$ cat config.mk
export PLATFORM = sky130hd
export DESIGN_NAME = gpio_reader_28pins
export DESIGN_NICKNAME = d
export VERILOG_FILES = /design/src/rtl/gpio_pkg.sv /design/src/rtl/gpio_debounce.sv /design/src/rtl/gpio_reader_28pins.sv
export SDC_FILE = /design/constraint.sdc
export NUM_CORES = 1
export LEC_CHECK = 0
export ABC_CLOCK_PERIOD_IN_PS = 17300
export CAP_MARGIN = 20
export CORE_ASPECT_RATIO = 2
export CORE_MARGIN = 5
export CORE_UTILIZATION = 50
export DETAILED_ROUTE_END_ITERATION = 10
export PLACE_DENSITY_LB_ADDON = 0.25
export SYNTH_ARGS = -nofsm -noshare
export SYNTH_HDL_FRONTEND = slang
export SYNTH_SLANG_ARGS = --single-unit
$ cat constraint.sdc
create_clock -name clk -period 17.3 [get_ports clk]
set_input_delay 1.73 -clock clk [delete_from_list [all_inputs] [get_ports clk]]
set_output_delay 1.73 -clock clk [all_outputs]
set_load 0.05 [all_outputs]
$ cat src/rtl/gpio_pkg.sv
// Shared constants and read-address decode for the 28-pin GPIO reader.
// Address map: pins 0..27, then level, rise, fall and reserved words.
package gpio_pkg;

  localparam int NUM_PINS = 28;

  localparam logic [4:0] ADR_LEVEL = 5'd28;
  localparam logic [4:0] ADR_RISE  = 5'd29;
  localparam logic [4:0] ADR_FALL  = 5'd30;
  localparam logic [4:0] ADR_RSVD  = 5'd31;

  typedef logic [NUM_PINS-1:0] pins_t;

  typedef enum logic [2:0] {
    SEL_PIN,
    SEL_LEVEL,
    SEL_RISE,
    SEL_FALL,
    SEL_RSVD
  } sel_e;

  function automatic sel_e decode(
    input logic [4:0] adr
  );
    sel_e sel;
    sel = SEL_RSVD;
    if (adr < ADR_LEVEL)
      sel = SEL_PIN;
    else if (adr == ADR_LEVEL)
      sel = SEL_LEVEL;
    else if (adr == ADR_RISE)
      sel = SEL_RISE;
    else if (adr == ADR_FALL)
      sel = SEL_FALL;
    return sel;
  endfunction

  function automatic logic [31:0] widen(
    input pins_t v
  );
    return {{(32-NUM_PINS){1'b0}}, v};
  endfunction

endpackage

$ cat src/rtl/gpio_debounce.sv
// One pin: two-flop synchronizer, debounce counter and edge pulses.
// rise/fall pulse in the cycle before level takes the new value.
module gpio_debounce #(
  parameter int DEBOUNCE_CNT = 8
) (
  input  logic clk,
  input  logic reset,
  input  logic pin,
  output logic level,
  output logic rise,
  output logic fall
);

  localparam logic [7:0] LAST = 8'(DEBOUNCE_CNT - 1);

  logic       meta;
  logic       sync;
  logic [7:0] cnt;
  logic       differ;
  logic       accept;

  assign differ = sync ^ level;
  assign accept = differ && (cnt == LAST);
  assign rise   = accept & sync;
  assign fall   = accept & ~sync;

  always_ff @(posedge clk or posedge reset) begin
    if (reset) begin
      meta <= 1'b0;
      sync <= 1'b0;
    end else begin
      meta <= pin;
      sync <= meta;
    end
  end

  // any cycle of agreement restarts the count
  always_ff @(posedge clk or posedge reset) begin
    if (reset) begin
      cnt   <= '0;
      level <= 1'b0;
    end else begin
      if (!differ || accept)
        cnt <= '0;
      else
        cnt <= cnt + 8'd1;
      if (accept)
        level <= sync;
    end
  end

endmodule

$ cat src/rtl/gpio_reader_28pins.sv
// 28-pin debounced GPIO reader with sticky edge status and a
// registered, one-cycle-valid read port.
module gpio_reader_28pins
  import gpio_pkg::*;
#(
  parameter int DEBOUNCE_CNT = 8
) (
  input  logic                clk,
  input  logic                reset,
  input  logic [4:0]          IOAdr,
  input  logic                ReadIO,
  input  logic [NUM_PINS-1:0] gpio_in,
  output logic [31:0]         IORead,
  output logic                IOValid,
  output logic                irq
);

  pins_t       stable;
  pins_t       rise_ev;
  pins_t       fall_ev;
  pins_t       rise_sts;
  pins_t       fall_sts;
  pins_t       rise_clr;
  pins_t       fall_clr;
  logic [31:0] read_word;
  sel_e        sel;

  for (genvar i = 0; i < NUM_PINS; i++) begin : g_pin
    gpio_debounce #(
      .DEBOUNCE_CNT(DEBOUNCE_CNT)
    ) u_deb (
      .clk  (clk),
      .reset(reset),
      .pin  (gpio_in[i]),
      .level(stable[i]),
      .rise (rise_ev[i]),
      .fall (fall_ev[i])
    );
  end

  assign sel = decode(IOAdr);

  always_comb begin
    read_word = '0;
    rise_clr  = '0;
    fall_clr  = '0;
    unique case (sel)
      SEL_PIN:   read_word = {31'b0, stable[IOAdr]};
      SEL_LEVEL: read_word = widen(stable);
      SEL_RISE: begin
        read_word = widen(rise_sts);
        rise_clr  = ReadIO ? rise_sts : '0;
      end
      SEL_FALL: begin
        read_word = widen(fall_sts);
        fall_clr  = ReadIO ? fall_sts : '0;
      end
      SEL_RSVD:  read_word = '0;
      default:   read_word = '0;
    endcase
  end

  // a fresh edge overrides the read-clear of the same bit
  always_ff @(posedge clk or posedge reset) begin
    if (reset) begin
      rise_sts <= '0;
      fall_sts <= '0;
    end else begin
      rise_sts <= (rise_sts & ~rise_clr) | rise_ev;
      fall_sts <= (fall_sts & ~fall_clr) | fall_ev;
    end
  end

  always_ff @(posedge clk or posedge reset) begin
    if (reset) begin
      IORead  <= '0;
      IOValid <= 1'b0;
    end else begin
      IOValid <= ReadIO;
      IORead  <= ReadIO ? read_word : '0;
    end
  end

  assign irq = |{rise_sts, fall_sts};

endmodule

* After elaboration in Yosys (flattened, before gate mapping) *
Cells that the tools add are included.

word-level totals
  register bits = 397
  bits in latches = 0
  RAM bits = 0
  bits in read-only memories = 0
  memories kept = 0

operators by class
  $add $sub $neg = 28
  $mul = 0
  divide/modulo/power cells = 0
  magnitude comparators = 2
  equal/unequal tests = 34
  shift-type cells = 0
  mux-type cells = 40
  bitwise gates (word level) = 118
  reductions and logical operators = 86

operators with widths
  kind                                                         count
  adder 8 x 1 -> 8 bit (second input constant)                 28
  == test 8 x 3 -> 1 bit (second input constant)               28
  two-way mux 8 bit                                            28
  two-way mux 28 bit                                           4
  one-hot mux 28 bit (4 select lines)                          1
  bitwise AND 1 bit                                            56
  bitwise AND 28 bit                                           2
  NOT 28 bit                                                   2
  bitwise OR 28 bit                                            2
  OR reduction 56 bit                                          1
  two-way mux 32 bit                                           1
  logical AND 1 bit                                            28
  logical NOT 1 bit                                            28
  logical OR 1 bit                                             28
  NOT 1 bit                                                    28
  bitwise XOR 1 bit                                            28
  == test 5 bit (second input constant)                        3
  two-way mux 3 bit                                            4
  == test 3 x 2 -> 1 bit (second input constant)               2
  less-than comparator 5 x 6 -> 1 bit (second input constant)  1
  binary-select mux 1 bit (select 5 bit)                       1
  less-than comparator 5 bit (second input constant)           1
  == test 3 x 1 -> 1 bit (second input constant)               1
  logical NOT 3 bit                                            1
  two-way mux 1 bit                                            1

* Logic depth before layout (Yosys ltp) *
Gate-level depths: netlist of run 1.

  word-level depth = 10
  gate-level depth with buffers = 7

* Cells and area by module *
Synthesis of run 1 repeated with hierarchy kept, for this count alone.

second synthesis, totals
  cells, all modules = 1576
  area total of the unflattened synthesis = 17504.3 µm²

modules (own cells, without submodules)
  module              instances  cells an instance  area an instance (µm²)  sequential area each (µm²)
  gpio_debounce       28         44                 491.7                   275.3
  gpio_reader_28pins  1          344                3736.1                  2127.0

* Least setup slack after synthesis of run 1 *
No wires, ideal clock.

  path type = reg2out
  from = register fall_sts[25]
  to = output port irq
  arrival time = 1504 ps
  slack = 14066 ps
  cell stages (with the launch flop) = 4
  path buffers = 0
  cells stage by stage = dfrtp_1 > nor4_1 > nand4_1 > or4_1

between the ends
  word-level cells in the longest chain between the ends = 1

RTL lines
  what                    RTL line                  source
  start, declared         gpio_reader_28pins.sv:22  pins_t fall_sts;
  start signal, assigned  gpio_reader_28pins.sv:70  fall_sts <= (fall_sts & ~fall_clr) | fall_ev;
  OR reduction 56 bit     gpio_reader_28pins.sv:84  assign irq = |{rise_sts, fall_sts};
  end, declared           gpio_reader_28pins.sv:15  output logic irq

No other way between the ends.

* Final worst setup path of run 1 *
  from = register fall_sts[9]
  to = output port irq

The elaborated chain is that of the path after synthesis.

==> impl_metrics.py, run 1 <==
metrics = {
    "die": {
        "design.portCount": 70,
        "die_area_sq_mm": 0.0379,
        "placement_rows": 95,
        "dieWidth_um": 140,
        "core_area_sq_mm": 0.0335,
        "start_util": 0.505,
        "die-height_um": 270,
    },
    "final_layout": {
        "layout.cell_area.non_filler_sq_mm": 0.0191,
        "num_antenna_cells": 0,
        "flow.area_growth_from_synthesis_pct": 12.9,
        "final.fill_count": 2884,
        "drive_gt1_frac": 0.0779,
        "final_net_count": 1685,
    },
    "synthesis": {
        "yosys_most_used_dff": "dfrtp_1",
        "yosysSeqAreaShare": 0.581,
        "postSynth.asyncResetShare": 1.00,
        "synth_area_per_cell_sq_um": 10.9,
        "synth.ff_latch_count": 393,
        "synth_warnings": 0,
        "synthesis.area_sq_mm": 0.0169,
        "synthesis.instances": 1558,
        "synth_edf_count": 0,
        "yosys.cell_types.count": 42,
    },
    "critical_path": {
        "cp_data_required_time_ns": 15.57,
        "critPathTopFamily": "simple AND/OR/NAND/NOR gates",
        "cp_cell_sequence": "nor4_1 > nand4_1 > or4_1 > clkdlybuf4s50_1",
        "timing.critical_path.fanout_max": 3,
        "critical_path.max_stage_delay_ns": 0.73,
        "critical_path_arrival_ns": 2.88,
        "crit_path_start_kind": "flip-flop",
        "highest_delay_cell_along_the_critical_path": "clkdlybuf4s50_1",
        "ff2ff_setup_slack_ns": 15.50,
        "r2r-start": "g_pin[26].u_deb.cnt[4]",
        "critical_path.reg2reg.endpoint": "g_pin[26].u_deb.cnt[7]",
        "worstPathBufferInverterCount": 1,
        "critPathCaptureType": "primary output",
        "timing.reg2reg.worst_path_depth": 4,
        "setup.worst_path.class": "flip-flop to primary output",
    },
    "power": {
        "share_seq_of_total_power": 0.491,
        "p_total_mw": 2.46,
        "switchingPower_uw": 748,
        "vdd_ir_drop_max_mv": 0.0877,
        "p_per_area_mw_per_mm2": 129,
        "netSwitchingFraction": 0.304,
        "p_leak_nw": 8.62,
        "comb_power_share": 0.184,
        "intPower_mw": 1.71,
        "power.clock.fraction": 0.325,
    },
    "routing": {
        "wl_per_cell_um": 16.3,
        "detailroute.via_count": 11200,
        "drt-initial-drc-count": 512,
        "residual_drc_count": 0,
        "antenna_violating_nets_post_route": 0,
        "postRouteWirelength_um": 33800,
        "vias_per_cell": 5.37,
        "firstDrtPassIters": 5,
    },
    "clock_network": {
        "h_tree_levels": 2,
        "clock_latency_late_sink_ns": 0.53,
        "clock-sinks": 393,
        "clock_buffer_count_from_cts": 35,
        "cts_post_setup_buffers_inserted": 0,
        "ctsResizeCount": 0,
        "cts.root.buffer_cell": "clkbuf_16",
        "clk_pin_slew_worst_paths_ns": 0.07,
        "maximum_buffer_depth_of_the_clock_tree": 3,
        "cts_tree": "yes",
        "cts_hold_buf": 0,
    },
    "grt": {
        "grt_overflow": 0,
        "number_of_global_route_vias_before_repair": 11700,
        "largest_net_degree_at_the_start_of_global_routing": 137,
        "wire_length_of_the_first_global_routing_pass_um": 57500,
        "antenna_found_initial": 0,
        "global_route.usage.total": 0.183,
    },
    "job": {
        "maxCapViolCount": 0,
    },
    "timing": {
        "fin_tns_setup_ns": 0,
        "final-hold-violation-count": 0,
        "max_clock_freq_mhz": 217,
        "finalMaxSlewViolations": 0,
        "timing.final.crit_share": 0.267,
        "max-slew-margin-rel": 0.386,
        "finClkSkew_ns": 0.0156,
        "clock_period_minus_worst_slack_ns": 4.61,
        "rsz0062_at_grt": "no",
        "worst_pin_slew_ns": 0.921,
        "setup_violations": 0,
    },
    "min_path": {
        "timing.hold.worst.class": "flip-flop to flip-flop",
        "holdCritStartpoint": "g_pin[27].u_deb.meta",
        "min_delay_worst_endpoint": "g_pin[27].u_deb.sync",
        "worst_hold_path.num_cells": 0,
    },
    "placed_design": {
        "detailed_place_hpwl_um": 23700,
        "final_estimated_routing_congestion_in_global_placement": 0.796,
        "post_dp_cell_area_sq_mm": 0.0179,
        "port_buffers": 65,
    },
    "run_status": {
        "run_status": "complete, no violations",
    },
}
## state kept, by name, summed over array words and instances, names as in the netlist
signal	count
IORead	28
IOValid	1
fall_sts	28
g_pin.u_deb.cnt	224
g_pin.u_deb.level	28
g_pin.u_deb.meta	28
g_pin.u_deb.sync	28
rise_sts	28
## power groups by stage
stage | registers [mW] | logic, mW | clock network (mW)
2_1_floorplan | 1.18 | 0.373 | 0
3_3_place_gp | 1.22 | 0.447 | 0
3_5_place_dp | 1.22 | 0.460 | 0
4_1_cts | 1.21 | 0.464 | 0.822
5_1_grt | 1.23 | 0.520 | 0.857
6_report | 1.21 | 0.453 | 0.798
## synth_stat cells (27+ instances only)
cell | instances | area share
nand2_1 | 61 | 0.014
nand3_1 | 89 | 0.026
inv_1 | 84 | 0.019
dfrtp_1 | 393 | 0.58
a32o_1 | 54 | 0.032
or4_1 | 28 | 0.012
xnor2_1 | 137 | 0.071
nor2_1 | 333 | 0.074
xor2_1 | 58 | 0.030
nor3_2 | 27 | 0.016
o21ai_0 | 29 | 0.0086
nand4_1 | 32 | 0.012
and3_1 | 29 | 0.011
a21oi_1 | 29 | 0.0086
or2_2 | 27 | 0.010
buf_2 | 34 | 0.010
ha_1 | 28 | 0.021
## cells by family (layout without fill, tap and decap cells)
logic type / after synthesis / after routing / share of synthesized area
AO/OA/AOI/OAI: 117 / 117 / 0.0520
XOR/XNOR: 195 / 195 / 0.101
adder cells (fa/ha/maj): 28 / 28 / 0.0207
buffers and inverters: 135 / 217 / 0.0345
flip-flops: 393 / 393 / 0.581
multiplexers: 33 / 33 / 0.0247
other: 1 / 4 / 0.000221
AND/OR/NAND/NOR: 656 / 656 / 0.186
## area by class of cell
type / instances / area [sq um] / area share
clock buffer: 47 / 1020 / 0.0536
clock inverter: 12 / 148 / 0.00773
inverter: 84 / 323 / 0.0169
multi-input combinational: 1033 / 6530 / 0.342
sequential: 393 / 9830 / 0.515
tap: 436 / 546 / 0.0285
timing repair buffer: 74 / 708 / 0.0371
## metrics by stage
step,hold slack [ns],setup WS (ns),utilization,cells
final,0.348,12.69,0.570,2079
after global routing,0.355,12.66,0.570,2079
after floorplan,0.331,4.64,-,1561
after global placement,0.332,12.73,0.535,2020
after detailed placement,0.335,12.69,0.535,2020
after CTS,0.349,12.72,0.570,2079
## worst max-delay path by stage
stage | start | depth (start not counted) | to | slack (ns)
2_1_floorplan | reset | 1 | IORead[0] | 4.64
3_3_place_gp | reset | 4 | g_pin[3].u_deb.cnt[4] | 12.73
3_5_place_dp | reset | 4 | g_pin[3].u_deb.cnt[3] | 12.69
4_1_cts | fall_sts[9] | 4 | irq | 12.72
5_1_grt | fall_sts[26] | 4 | irq | 12.66
6_report | fall_sts[9] | 4 | irq | 12.69
## routing by layer
layer | global-route usage | vias up | wire [um]
met5 | 0 | - | 0
met4 | 0.0694 | 0 | 1230
met3 | 0.0264 | 63 | 1130
met2 | 0.338 | 179 | 18400
met1 | 0.213 | 5588 | 13100
li1 | - | 5340 | -
## layout by cell type, fill, tap and decap left out, types with 32 or more instances in the layout
cell             instances
xor2_1                  58
a32o_1                  54
clkdlybuf4s50_1         63
inv_1                   83
xnor2_1                137
dfrtp_1                393
nand4_1                 32
nor2_1                 333
clkbuf_16               37
nand2_1                 61
nand3_1                 89
(Power assumes the default switching activity.)
==> inputs of run 2 (changes only) <==
- ABC_CLOCK_PERIOD_IN_PS: 17300 -> 4450
- clock period: 17.3 -> 4.45 ns (I/O delays scaled with it)
==> impl_metrics.py, run 2 (synthesis gave the netlist of run 1 again) <==
metrics = {
    "run_status": {
        "run_status": "complete, no violations",
    },
    "power": {
        "vdd_ir_drop_max_mv": 0.344,
        "p_total_mw": 9.73,
        "p_per_area_mw_per_mm2": 506,
        "p_leak_nw": 8.71,
    },
    "clock_network": {
        "maximum_buffer_depth_of_the_clock_tree": 3,
        "clock-sinks": 393,
        "cts.root.buffer_cell": "clkbuf_16",
        "ctsResizeCount": 0,
        "clock_buffer_count_from_cts": 35,
        "cts_tree": "yes",
        "clock_latency_late_sink_ns": 0.53,
        "clk_pin_slew_worst_paths_ns": 0.07,
        "cts_post_setup_buffers_inserted": 0,
        "cts_hold_buf": 0,
        "h_tree_levels": 2,
    },
    "placed_design": {
        "port_buffers": 65,
        "final_estimated_routing_congestion_in_global_placement": 0.842,
        "detailed_place_hpwl_um": 24400,
    },
    "grt": {
        "largest_net_degree_at_the_start_of_global_routing": 105,
        "antenna_found_initial": 0,
        "grt_overflow": 0,
        "wire_length_of_the_first_global_routing_pass_um": 58900,
        "number_of_global_route_vias_before_repair": 11900,
        "global_route.usage.total": 0.187,
    },
    "final_layout": {
        "number_of_flip_flops_in_the_largest_register": 224,
        "flow.area_growth_from_synthesis_pct": 13.7,
        "most_frequent_standard_cell_in_the_layout_excluding_fill_and_tap_cells": "dfrtp_1",
        "mostFrequentLayoutCells": "393 x dfrtp_1, 333 x nor2_1, 137 x xnor2_1",
        "final.fill_count": 2914,
        "drive_gt1_frac": 0.0842,
        "num_antenna_cells": 0,
        "top_register": "g_pin.u_deb.cnt",
        "final_net_count": 1690,
    },
    "critical_path": {
        "critPathCaptureType": "primary output",
        "critical_path.max_stage_delay_ns": 0.73,
        "setup.worst_path.class": "flip-flop to primary output",
        "crit_path_start_kind": "flip-flop",
        "highest_delay_cell_along_the_critical_path": "clkdlybuf4s50_1",
        "critical_path_arrival_ns": 2.88,
        "r2r-start": "g_pin[1].u_deb.level",
        "cp_data_required_time_ns": 4.01,
        "cp_cell_sequence": "nor4_1 > nand4_1 > or4_1 > clkdlybuf4s50_1",
        "worstPathBufferInverterCount": 1,
        "timing.critical_path.fanout_max": 3,
        "crit_path_start": "fall_sts[26]",
        "critPathTopFamily": "simple AND/OR/NAND/NOR gates",
    },
    "timing": {
        "max_clock_freq_mhz": 301,
        "setup_violations": 0,
        "timing.final.crit_share": 0.747,
        "finClkSkew_ns": 0.0154,
        "finalMaxSlewViolations": 0,
        "fin_tns_setup_ns": 0,
        "max-slew-margin-rel": 0.540,
        "clock_period_minus_worst_slack_ns": 3.32,
        "worst_pin_slew_ns": 0.687,
        "rsz0062_at_grt": "no",
        "final-hold-violation-count": 0,
    },
    "die": {
        "dieWidth_um": 140,
        "core_area_sq_mm": 0.0335,
        "placement_rows": 95,
        "die-height_um": 270,
        "die_area_sq_mm": 0.0379,
        "design.portCount": 70,
        "start_util": 0.505,
    },
    "routing": {
        "vias_per_cell": 5.36,
        "antenna_violating_nets_post_route": 0,
        "drt-initial-drc-count": 501,
        "postRouteWirelength_um": 34500,
        "wl_per_cell_um": 16.5,
        "residual_drc_count": 0,
        "firstDrtPassIters": 4,
        "detailroute.via_count": 11200,
    },
    "job": {
        "maxCapViolCount": 0,
    },
    "min_path": {
        "timing.hold.worst.class": "input port to async pin",
    },
}
## run 2: power breakdown
part / switching [mW] / leakage [nW] / internal [mW] / total [mW]
logic: 1.02 / 2.82 / 0.760 / 1.78
registers: 0.598 / 5.27 / 4.10 / 4.70
clock network: 1.34 / 0.621 / 1.92 / 3.26
## run 2: path summary, 6_finish.rpt
path,endpoint,slack (ns),depth (start not counted)
max,irq,1.13,4
min,g_pin[15].u_deb.cnt[2],0.18,2
max reg2reg,IORead[0],2.65,4
min reg2reg,g_pin[16].u_deb.sync,0.34,0
max in group asynchronous,g_pin[1].u_deb.cnt[3],3.23,4
min in group clk,g_pin[16].u_deb.sync,0.34,0
## run 2: layer usage
layer,GRT usage,vias up,part of all wire
met5,0,-,0
met4,0.0687,0,0.036
met3,0.0269,72,0.033
met2,0.343,190,0.54
met1,0.219,5574,0.39
li1,-,5347,-
## run 2: worst reg2reg max path, cell delays in order, from the launching register on
cell      delay [ns]
dfrtp_1         0.45
mux4_1          0.58
a22oi_2         0.26
a311oi_1        0.13
a221o_1         0.28
## run 2: cell type report
| type | count | area (sq um) | area share |
|---|---|---|---|
| Multi-Input combinational cell | 1033 | 6530 | 0.339 |
| Sequential cell | 393 | 9830 | 0.511 |
| Clock buffer | 45 | 1030 | 0.0533 |
| Clock inverter | 17 | 213 | 0.0110 |
| Tap cell | 436 | 546 | 0.0283 |
| Timing Repair Buffer | 79 | 783 | 0.0407 |
| Inverter | 84 | 319 | 0.0166 |
## run 2: through the flow
step,std cells,hold slack [ns],setup WS [ns],util,cell area (sq um)
final,2087,0.183,1.13,0.574,19200
after global routing,2087,0.182,1.02,0.574,19200
after global placement,2024,0.333,1.29,0.537,18000
after CTS,2086,0.330,1.08,0.574,19200
after floorplan,1561,0.331,-1.28,-,16900
after detailed placement,2024,0.336,1.26,0.537,18000
